## src/rtl/matrix_stream_reader.sv

```systemverilog
// matrix_stream_reader
//   Read-side sequencer for the matrix memory. A start request latches a
//   rows x cols sub-matrix size and scan order. The block then walks the
//   element addresses, row-major or column-major when transpose=1, on
//   rd_x/rd_y. It absorbs the memory's 1-cycle read latency and streams
//   each element, with its row/col indices, out of a 2-entry output
//   buffer on a valid/ready interface.
//
// Ports
//   clk, rst          clock; asynchronous active-high reset
//   start             1-cycle scan request, only honoured in IDLE
//   rows, cols        sub-matrix size 0..2^L, latched on an accepted start
//   transpose         0 = row-major, 1 = column-major, latched on start
//   busy              scan in progress (RUN or DRAIN)
//   done              1-cycle pulse once the final beat has been accepted
//   rd_x, rd_y        memory read address (row, column)
//   rd_data           memory read data, valid the cycle after the address
//   m_data            element value
//   m_row, m_col      element indices
//   m_last            final element of the scan
//   m_valid, m_ready  stream handshake
module matrix_stream_reader #(
    parameter int maxWidthLen = 3,
    parameter int sizeValue   = 16
) (
    input  logic                   clk,
    input  logic                   rst,
    input  logic                   start,
    input  logic [maxWidthLen:0]   rows,
    input  logic [maxWidthLen:0]   cols,
    input  logic                   transpose,
    output logic                   busy,
    output logic                   done,
    output logic [maxWidthLen-1:0] rd_x,
    output logic [maxWidthLen-1:0] rd_y,
    input  logic [sizeValue-1:0]   rd_data,
    output logic [sizeValue-1:0]   m_data,
    output logic [maxWidthLen-1:0] m_row,
    output logic [maxWidthLen-1:0] m_col,
    output logic                   m_last,
    output logic                   m_valid,
    input  logic                   m_ready
);

    localparam int L = maxWidthLen;
    localparam int W = sizeValue;

    typedef enum logic [1:0] {
        S_IDLE,
        S_RUN,
        S_DRAIN,
        S_DONE
    } state_t;

    state_t state_q, state_d;

    // Address counters; these drive rd_x/rd_y directly.
    logic [L-1:0] row_q, row_d;
    logic [L-1:0] col_q, col_d;
    logic [L-1:0] rows_m1_q, rows_m1_d;
    logic [L-1:0] cols_m1_q, cols_m1_d;
    logic         trans_q, trans_d;

    // Tag for the read currently inside the memory's 1-cycle latency.
    logic         infl_q, infl_d;
    logic [L-1:0] tag_row_q, tag_row_d;
    logic [L-1:0] tag_col_q, tag_col_d;
    logic         tag_last_q, tag_last_d;

    // 2-entry output FIFO.
    logic [W-1:0] fifo_data_q [0:1];
    logic [W-1:0] fifo_data_d [0:1];
    logic [L-1:0] fifo_row_q  [0:1];
    logic [L-1:0] fifo_row_d  [0:1];
    logic [L-1:0] fifo_col_q  [0:1];
    logic [L-1:0] fifo_col_d  [0:1];
    logic         fifo_last_q [0:1];
    logic         fifo_last_d [0:1];
    logic         wr_ptr_q, wr_ptr_d;
    logic         rd_ptr_q, rd_ptr_d;
    logic [1:0]   count_q, count_d;

    logic         push;
    logic         pop;
    logic         issue;
    logic         is_last;
    logic [2:0]   occ;

    always_comb begin
        state_d     = state_q;
        row_d       = row_q;
        col_d       = col_q;
        rows_m1_d   = rows_m1_q;
        cols_m1_d   = cols_m1_q;
        trans_d     = trans_q;
        infl_d      = 1'b0;
        tag_row_d   = tag_row_q;
        tag_col_d   = tag_col_q;
        tag_last_d  = tag_last_q;
        fifo_data_d = fifo_data_q;
        fifo_row_d  = fifo_row_q;
        fifo_col_d  = fifo_col_q;
        fifo_last_d = fifo_last_q;
        wr_ptr_d    = wr_ptr_q;
        rd_ptr_d    = rd_ptr_q;
        count_d     = count_q;

        push    = infl_q;
        pop     = (count_q != 2'd0) && m_ready;
        is_last = (row_q == rows_m1_q) && (col_q == cols_m1_q);

        // Occupancy after this edge would be count + inflight - pop. It must
        // stay below 2 so that the read issued now always has a free slot
        // when its data returns next cycle.
        occ   = {1'b0, count_q} + {2'b00, infl_q};
        issue = (state_q == S_RUN) && (pop ? (occ < 3'd3) : (occ < 3'd2));

        if (issue) begin
            infl_d     = 1'b1;
            tag_row_d  = row_q;
            tag_col_d  = col_q;
            tag_last_d = is_last;
            if (!is_last) begin
                if (!trans_q) begin
                    if (col_q == cols_m1_q) begin
                        col_d = '0;
                        row_d = row_q + 1'b1;
                    end else begin
                        col_d = col_q + 1'b1;
                    end
                end else begin
                    if (row_q == rows_m1_q) begin
                        row_d = '0;
                        col_d = col_q + 1'b1;
                    end else begin
                        row_d = row_q + 1'b1;
                    end
                end
            end
        end

        if (push) begin
            fifo_data_d[wr_ptr_q] = rd_data;
            fifo_row_d[wr_ptr_q]  = tag_row_q;
            fifo_col_d[wr_ptr_q]  = tag_col_q;
            fifo_last_d[wr_ptr_q] = tag_last_q;
            wr_ptr_d              = ~wr_ptr_q;
        end
        if (pop) begin
            rd_ptr_d = ~rd_ptr_q;
        end
        case ({push, pop})
            2'b10:   count_d = count_q + 2'd1;
            2'b01:   count_d = count_q - 2'd1;
            default: count_d = count_q;
        endcase

        case (state_q)
            S_IDLE: begin
                if (start) begin
                    if ((rows == '0) || (cols == '0)) begin
                        state_d = S_DONE;
                    end else begin
                        state_d   = S_RUN;
                        row_d     = '0;
                        col_d     = '0;
                        // A size of 2^L has zero low bits, so the decrement
                        // wraps to the all-ones maximum index as intended.
                        rows_m1_d = rows[L-1:0] - 1'b1;
                        cols_m1_d = cols[L-1:0] - 1'b1;
                        trans_d   = transpose;
                    end
                end
            end
            S_RUN: begin
                if (issue && is_last) begin
                    state_d = S_DRAIN;
                end
            end
            S_DRAIN: begin
                // Finish on the edge that accepts the final beat.
                if (!infl_q && ((count_q == 2'd0) || ((count_q == 2'd1) && pop))) begin
                    state_d = S_DONE;
                end
            end
            S_DONE: begin
                state_d = S_IDLE;
            end
            default: begin
                state_d = S_IDLE;
            end
        endcase
    end

    always_ff @(posedge clk or posedge rst) begin
        if (rst) begin
            state_q     <= S_IDLE;
            row_q       <= '0;
            col_q       <= '0;
            rows_m1_q   <= '0;
            cols_m1_q   <= '0;
            trans_q     <= 1'b0;
            infl_q      <= 1'b0;
            tag_row_q   <= '0;
            tag_col_q   <= '0;
            tag_last_q  <= 1'b0;
            fifo_data_q <= '{default: '0};
            fifo_row_q  <= '{default: '0};
            fifo_col_q  <= '{default: '0};
            fifo_last_q <= '{default: 1'b0};
            wr_ptr_q    <= 1'b0;
            rd_ptr_q    <= 1'b0;
            count_q     <= '0;
        end else begin
            state_q     <= state_d;
            row_q       <= row_d;
            col_q       <= col_d;
            rows_m1_q   <= rows_m1_d;
            cols_m1_q   <= cols_m1_d;
            trans_q     <= trans_d;
            infl_q      <= infl_d;
            tag_row_q   <= tag_row_d;
            tag_col_q   <= tag_col_d;
            tag_last_q  <= tag_last_d;
            fifo_data_q <= fifo_data_d;
            fifo_row_q  <= fifo_row_d;
            fifo_col_q  <= fifo_col_d;
            fifo_last_q <= fifo_last_d;
            wr_ptr_q    <= wr_ptr_d;
            rd_ptr_q    <= rd_ptr_d;
            count_q     <= count_d;
        end
    end

    assign busy    = (state_q == S_RUN) || (state_q == S_DRAIN);
    assign done    = (state_q == S_DONE);
    assign rd_x    = row_q;
    assign rd_y    = col_q;
    assign m_valid = (count_q != 2'd0);
    assign m_data  = fifo_data_q[rd_ptr_q];
    assign m_row   = fifo_row_q[rd_ptr_q];
    assign m_col   = fifo_col_q[rd_ptr_q];
    // A stale slot can hold a last flag, so gate it with valid.
    assign m_last  = m_valid && fifo_last_q[rd_ptr_q];

endmodule

```

## config.mk

```make
export PLATFORM = sky130hd
export DESIGN_NAME = matrix_stream_reader
export DESIGN_NICKNAME = d
export VERILOG_FILES = /design/src/rtl/matrix_stream_reader.sv
export SDC_FILE = /design/constraint.sdc
export NUM_CORES = 1
export LEC_CHECK = 0
export CORE_MARGIN = 1.5
export CORE_UTILIZATION = 53
export DETAILED_ROUTE_END_ITERATION = 16
export GPL_TIMING_DRIVEN = 0
export PLACE_DENSITY_LB_ADDON = 0.12
export SYNTH_ARGS = -nofsm -noshare
export SYNTH_HDL_FRONTEND = slang
export SYNTH_SLANG_ARGS = --single-unit
```

## constraint.sdc

```tcl
create_clock -name clk -period 3 [get_ports clk]
set_clock_uncertainty 0.05 [all_clocks]
set_input_delay 0.3 -clock clk [delete_from_list [all_inputs] [get_ports clk]]
set_output_delay 0.3 -clock clk [all_outputs]
set_load 0.05 [all_outputs]
```

* After elaboration in Yosys (flattened, before gate mapping)
Index checks and enable logic that the tools add are counted.
** Operators by class
- Shifts and indexed selects :: 0
- Muxes and demuxes :: 46
- Equal/unequal tests :: 11
- Add/subtract/negate cells :: 7
- Divide/modulo/power cells :: 0
- Bitwise logic cells :: 5
- $mul :: 0
- Order comparisons :: 5
- Reduce and logical (&&, ||, !) cells :: 20
** Operators with widths (count)
- $mux W3 :: 23
- $mux W16 :: 4
- $bwmux W32 :: 1
- $demux W16 S1 :: 1
- $bwmux W6 :: 2
- $logic_and A1 B1 Y1 :: 8
- $logic_not A4 Y1 :: 2
- $mux W2 :: 4
- $pmux W2 S4 :: 1
- $add A3 B1 Y3 const B :: 2
- $eq A2 B1 Y1 const B :: 3
- $eq A2 B2 Y1 const B :: 3
- $eq A3 B3 Y1 :: 2
- $lt A3 B2 Y1 const B :: 2
- $mux W1 :: 6
- $ne A2 B2 Y1 const B :: 3
- $reduce_and A3 Y1 :: 2
- $sub A3 B1 Y3 const B :: 2
- $ge A2 B2 Y1 const B :: 2
- $logic_not A2 Y1 :: 2
- $not A1 Y2 :: 2
- $pmux W2 S2 :: 1
- $reduce_bool A2 Y1 :: 2
- $add A2 B1 Y3 :: 1
- 9 further kinds :: 13
** Word-level totals
- Memories kept :: 0
- RAM bits :: 0
- Bits in latches :: 0
- Register bits :: 73
- Input bits :: 29
- Logic and storage cells :: 115
- Memory bits (read-only) :: 0
- Output and inout port bits :: 32

* Logic depth before layout (Yosys ltp)
- Word-level depth :: 8
- Depth in mapped cells :: 8
- Mapped depth without buffers :: 8

* Worst setup path before layout
Ideal clock, no wire load.
- Path type :: register to register
- From :: register infl_q
- To :: register tag_col_q[2]
- Period minus slack after synthesis :: 1994 ps
- Required time :: 2825 ps
- Buffers on the path :: 0
- Stages on the path, launching flop included :: 8
- Setup slack :: 1006 ps
- Setup time :: 125 ps
- Arrival :: 1819 ps
- Cells stage by stage :: dfrtp_1 ha_1 inv_1 ha_1 a21oi_1 and2b_4 nor2_2 mux2_2
** Between the ends
- Cells in the longest elaborated chain, start to end :: 4
- Elaborated cells between the ends (all ways) :: 5
- Those cells by class :: 1 x add/sub; 2 x order compare; 1 x mux; 1 x reduce/logical
** Ends and longest elaborated chain
- start: declaration :: line 65 : logic infl_q, infl_d;
- start signal: assignment :: line 221 : infl_q <= infl_d;
- $add A2 B1 Y3 * :: line 115 : occ = {1'b0, count_q} + {2'b00, infl_q};
- $lt A3 B2 Y1 :: line 116 : issue = (state_q == S_RUN) && (pop ? (occ < 3'd3) : (occ < 3'd2));
- $mux W1 * :: line 116
- $logic_and A1 B1 Y1 * :: line 116
- end signal: assignment :: line 223 : tag_col_q <= tag_col_d;
- end: declaration :: line 67 : logic [L-1:0] tag_col_q, tag_col_d;
Every way passes the cells marked *; elsewhere a longest branch is shown, timed or not.
A chain may end at the register's enable or synchronous reset.

* Final worst setup path
- From :: register rd_ptr_q
- To :: output port m_row[1]
** Between the ends
- Cells in the longest elaborated chain, start to end :: 4
** Ends and longest elaborated chain
- start: declaration :: line 80 : logic rd_ptr_q, rd_ptr_d;
- start signal: assignment :: line 230 : rd_ptr_q <= rd_ptr_d;
- $not A1 Y2 (implied by the code) :: line 241 : assign m_row = fifo_row_q[rd_ptr_q];
- $mux W3 (implied by the code) (3 in a row) :: line 241
- end: declaration :: line 38 : output logic [maxWidthLen-1:0] m_row,
Every way passes these cells. The select of a mux whose other input is x is not followed.

==> impl_metrics.ini <==
[clock_tree]
cts.repair_timing.setup_buffer_count = 0
post_cts_hold_buffers = 0
ctsLongestPathBuffers = 2
cts_num_sinks = 73
clkTransAtPathRegs_ns = 0.07
clk_latency_ns = 0.34
h-tree-depth = 3
cts_tree = done
cts_root_buf = clkbuf_8
cts_inserted_buffers = 9
ctsResizeCount = 0

[cells_and_area]
post_layout_cell_count = 418
antenna_cells = 0
layout-drive-gt1-share = 0.311
layout-area-overhead-vs-synth_pct = 26.6
layout.nets = 380
layout.core_utilization = 0.692

[timing]
final-setup-viol-count = 0
final_worst_path_cycle_share = 0.898
period_needed_ns = 2.69
rsz0062_at_grt = false
max_slew_margin = 0.654
finalHoldViolations = 0
achievable_clock_frequency_ghz = 0.371
final_max_slew_viol_count = 0
slew_at_the_pin_closest_to_its_max_slew_limit_ns = 0.518
holdWs_ns = 0.358

[floorplanning]
ios = 61
area_of_the_die_um2 = 7040
coreArea_um2 = 6350
floorplan.initialDensity = 0.546
row_count = 29
fp.dieW_um = 83.9
fp.dieH_um = 83.9

[routing]
first_iter_violations = 72
routed-wl-met3_um = 206
wl_met1_um = 2960
via_count = 2248
finalWirelength_um = 6370
viasPerCell = 5.38
top_signal_layer_used = met4
first_pass_iters = 4
ant_nets = 0
detail_route.wl_per_cell_um = 15.2
drc = 0
routed-wl-met2_um = 3090

[yosys]
postSynthCellCount = 265
cell_with_the_most_instances_after_synthesis = mux2_2
post_synth_most_frequent_cells = mux2_2, dfrtp_1, nand2_1
async_reset_ff_frac = 1.00
post_synth_num_cell_types = 33
ys_ff_latch = 73
synth.net_count = 308
ys_seq_area_frac = 0.527
synth.top_cells.by_area = dfrtp_1, mux2_2, ha_1
syn-mean-instance-area_um2 = 13.1
synth.largest_area_cell = dfrtp_1
synth-edff-count = 0
synth-main-ff-cell = dfrtp_1
post_syn_area_um2 = 3470
synthesis.yosys.warnings = 0
synth_largest_type_area_fraction = 0.527

[critical_path]
end_kind = output port
critical_path_at_ns = 2.34
r2r_setup_slack_ns = 0.75
timing.critical_path.required_ns = 2.65
start_kind = flop
path_class = reg -> out
timing.critical_path.fanout_max = 10

[place]
dpl.hpwl_um = 4460
port_buffers = 60
gpl.final_weighted_congestion = 0.713
dpl.cell_count = 403

[grt]
grt.overflow.total = 0
vias_in_the_first_global_route = 2360
grt_antenna_before_repair = 0
global_route_total_usage_across_every_layer = 0.200
grt_pass1_wl_um = 11100
grt_max_degree = 74

[job]
number_of_maximum_capacitance_violations = 0

[hold_path]
holdCritPathClass = in -> async

[outcome]
status = finished clean
critical path, stage by stage (launching register included):
cell and delay, ns:
dfrtp_1 0.32, clkbuf_1 0.25, buf_2 0.34, mux2_2 0.38
clkdlybuf4s50_1 0.71
registers in the layout, summed over array words and instances (netlist names):
signal / count
tag_row_q: 3
cols_m1_q: 3
fifo_last_q: 2
count_q: 2
rd_ptr_q: 1
state_q: 2
rd_y: 3
rows_m1_q: 3
tag_last_q: 1
fifo_row_q: 6
trans_q: 1
tag_col_q: 3
infl_q: 1
wr_ptr_q: 1
fifo_data_q: 32
fifo_col_q: 6
rd_x: 3
metal layers:
layer  vias up  global-route usage
met5         -                   0
met4         0              0.0715
met3        12              0.0475
met2        51               0.327
met1      1112               0.261
li1       1073                   -
area by class of cell:
type	count	area [um^2]
Sequential cell	73	1830
Fill cell	486	1960
Multi-Input combinational cell	170	1550
Inverter	12	47.5
Tap cell	77	96.3
Clock buffer	13	159
Timing Repair Buffer	61	628
Buffer	10	45.0
Clock inverter	2	37.5
cells by family (layout without fill, tap and decap cells):
kind of cell | count (synthesis) | count (layout) | synth area share
xor gates and xnor gates | 12 | 12 | 0.0325
DFF | 73 | 73 | 0.527
and+or+nand+nor | 42 | 42 | 0.0657
adders and majority gates | 14 | 14 | 0.0505
muxes | 78 | 78 | 0.252
buffers and inverters | 22 | 98 | 0.0260
AOI/OAI and AO/OA | 24 | 24 | 0.0465
through the flow:
stage                     setup slack, ns  setup TNS [ns]  area (um^2)
final                               0.307               0         4390
after global routing                0.186               0         4390
after CTS                           0.275               0         4390
after detailed placement            0.648               0         4200
after global placement             -0.429          -31.10         4170
after floorplan                     0.797               0         3470
placed cells by master (no fill, tap or decap), drive strengths merged:
cell type and n:
xnor2 10, xor2 2, nand4 4, buf 7, mux2i 3, mux2 75, nor2 6, a22oi 1
bufinv 1, nand4b 2, clkinvlp 1, a21oi 4, nand2b 2, nand2 16, clkdlybuf4s50 60, ha 14
dfrtp 73, and3 1, clkbuf 17, o21ai 12, o41ai 1, a211oi 3, a31oi 1, nor2b 3
nand3 4, o211ai 2, nor3 1, inv 12, and2b 3
path summary, 6_finish.rpt:
path / from / end / cells past startpoint
worst min-delay path: rst / fifo_data_q[5]$_DFFE_PP0P_ / 3
worst max register to register: infl_q$_DFF_PP0_ / rd_x[1]$_DFF_PP0_ / 8
min in group clk: transpose / trans_q$_DFFE_PP0P_ / 3
worst min register to register: wr_ptr_q$_DFFE_PP0P_ / wr_ptr_q$_DFFE_PP0P_ / 1
max in group asynchronous: rst / trans_q$_DFFE_PP0P_ / 3
worst max-delay path: rd_ptr_q$_DFFE_PP0P_ / m_row[1] / 4
Power is left out: the tool's default activity adds up to more than one toggle a clock period on the data nets, which glitch-free logic cannot reach.
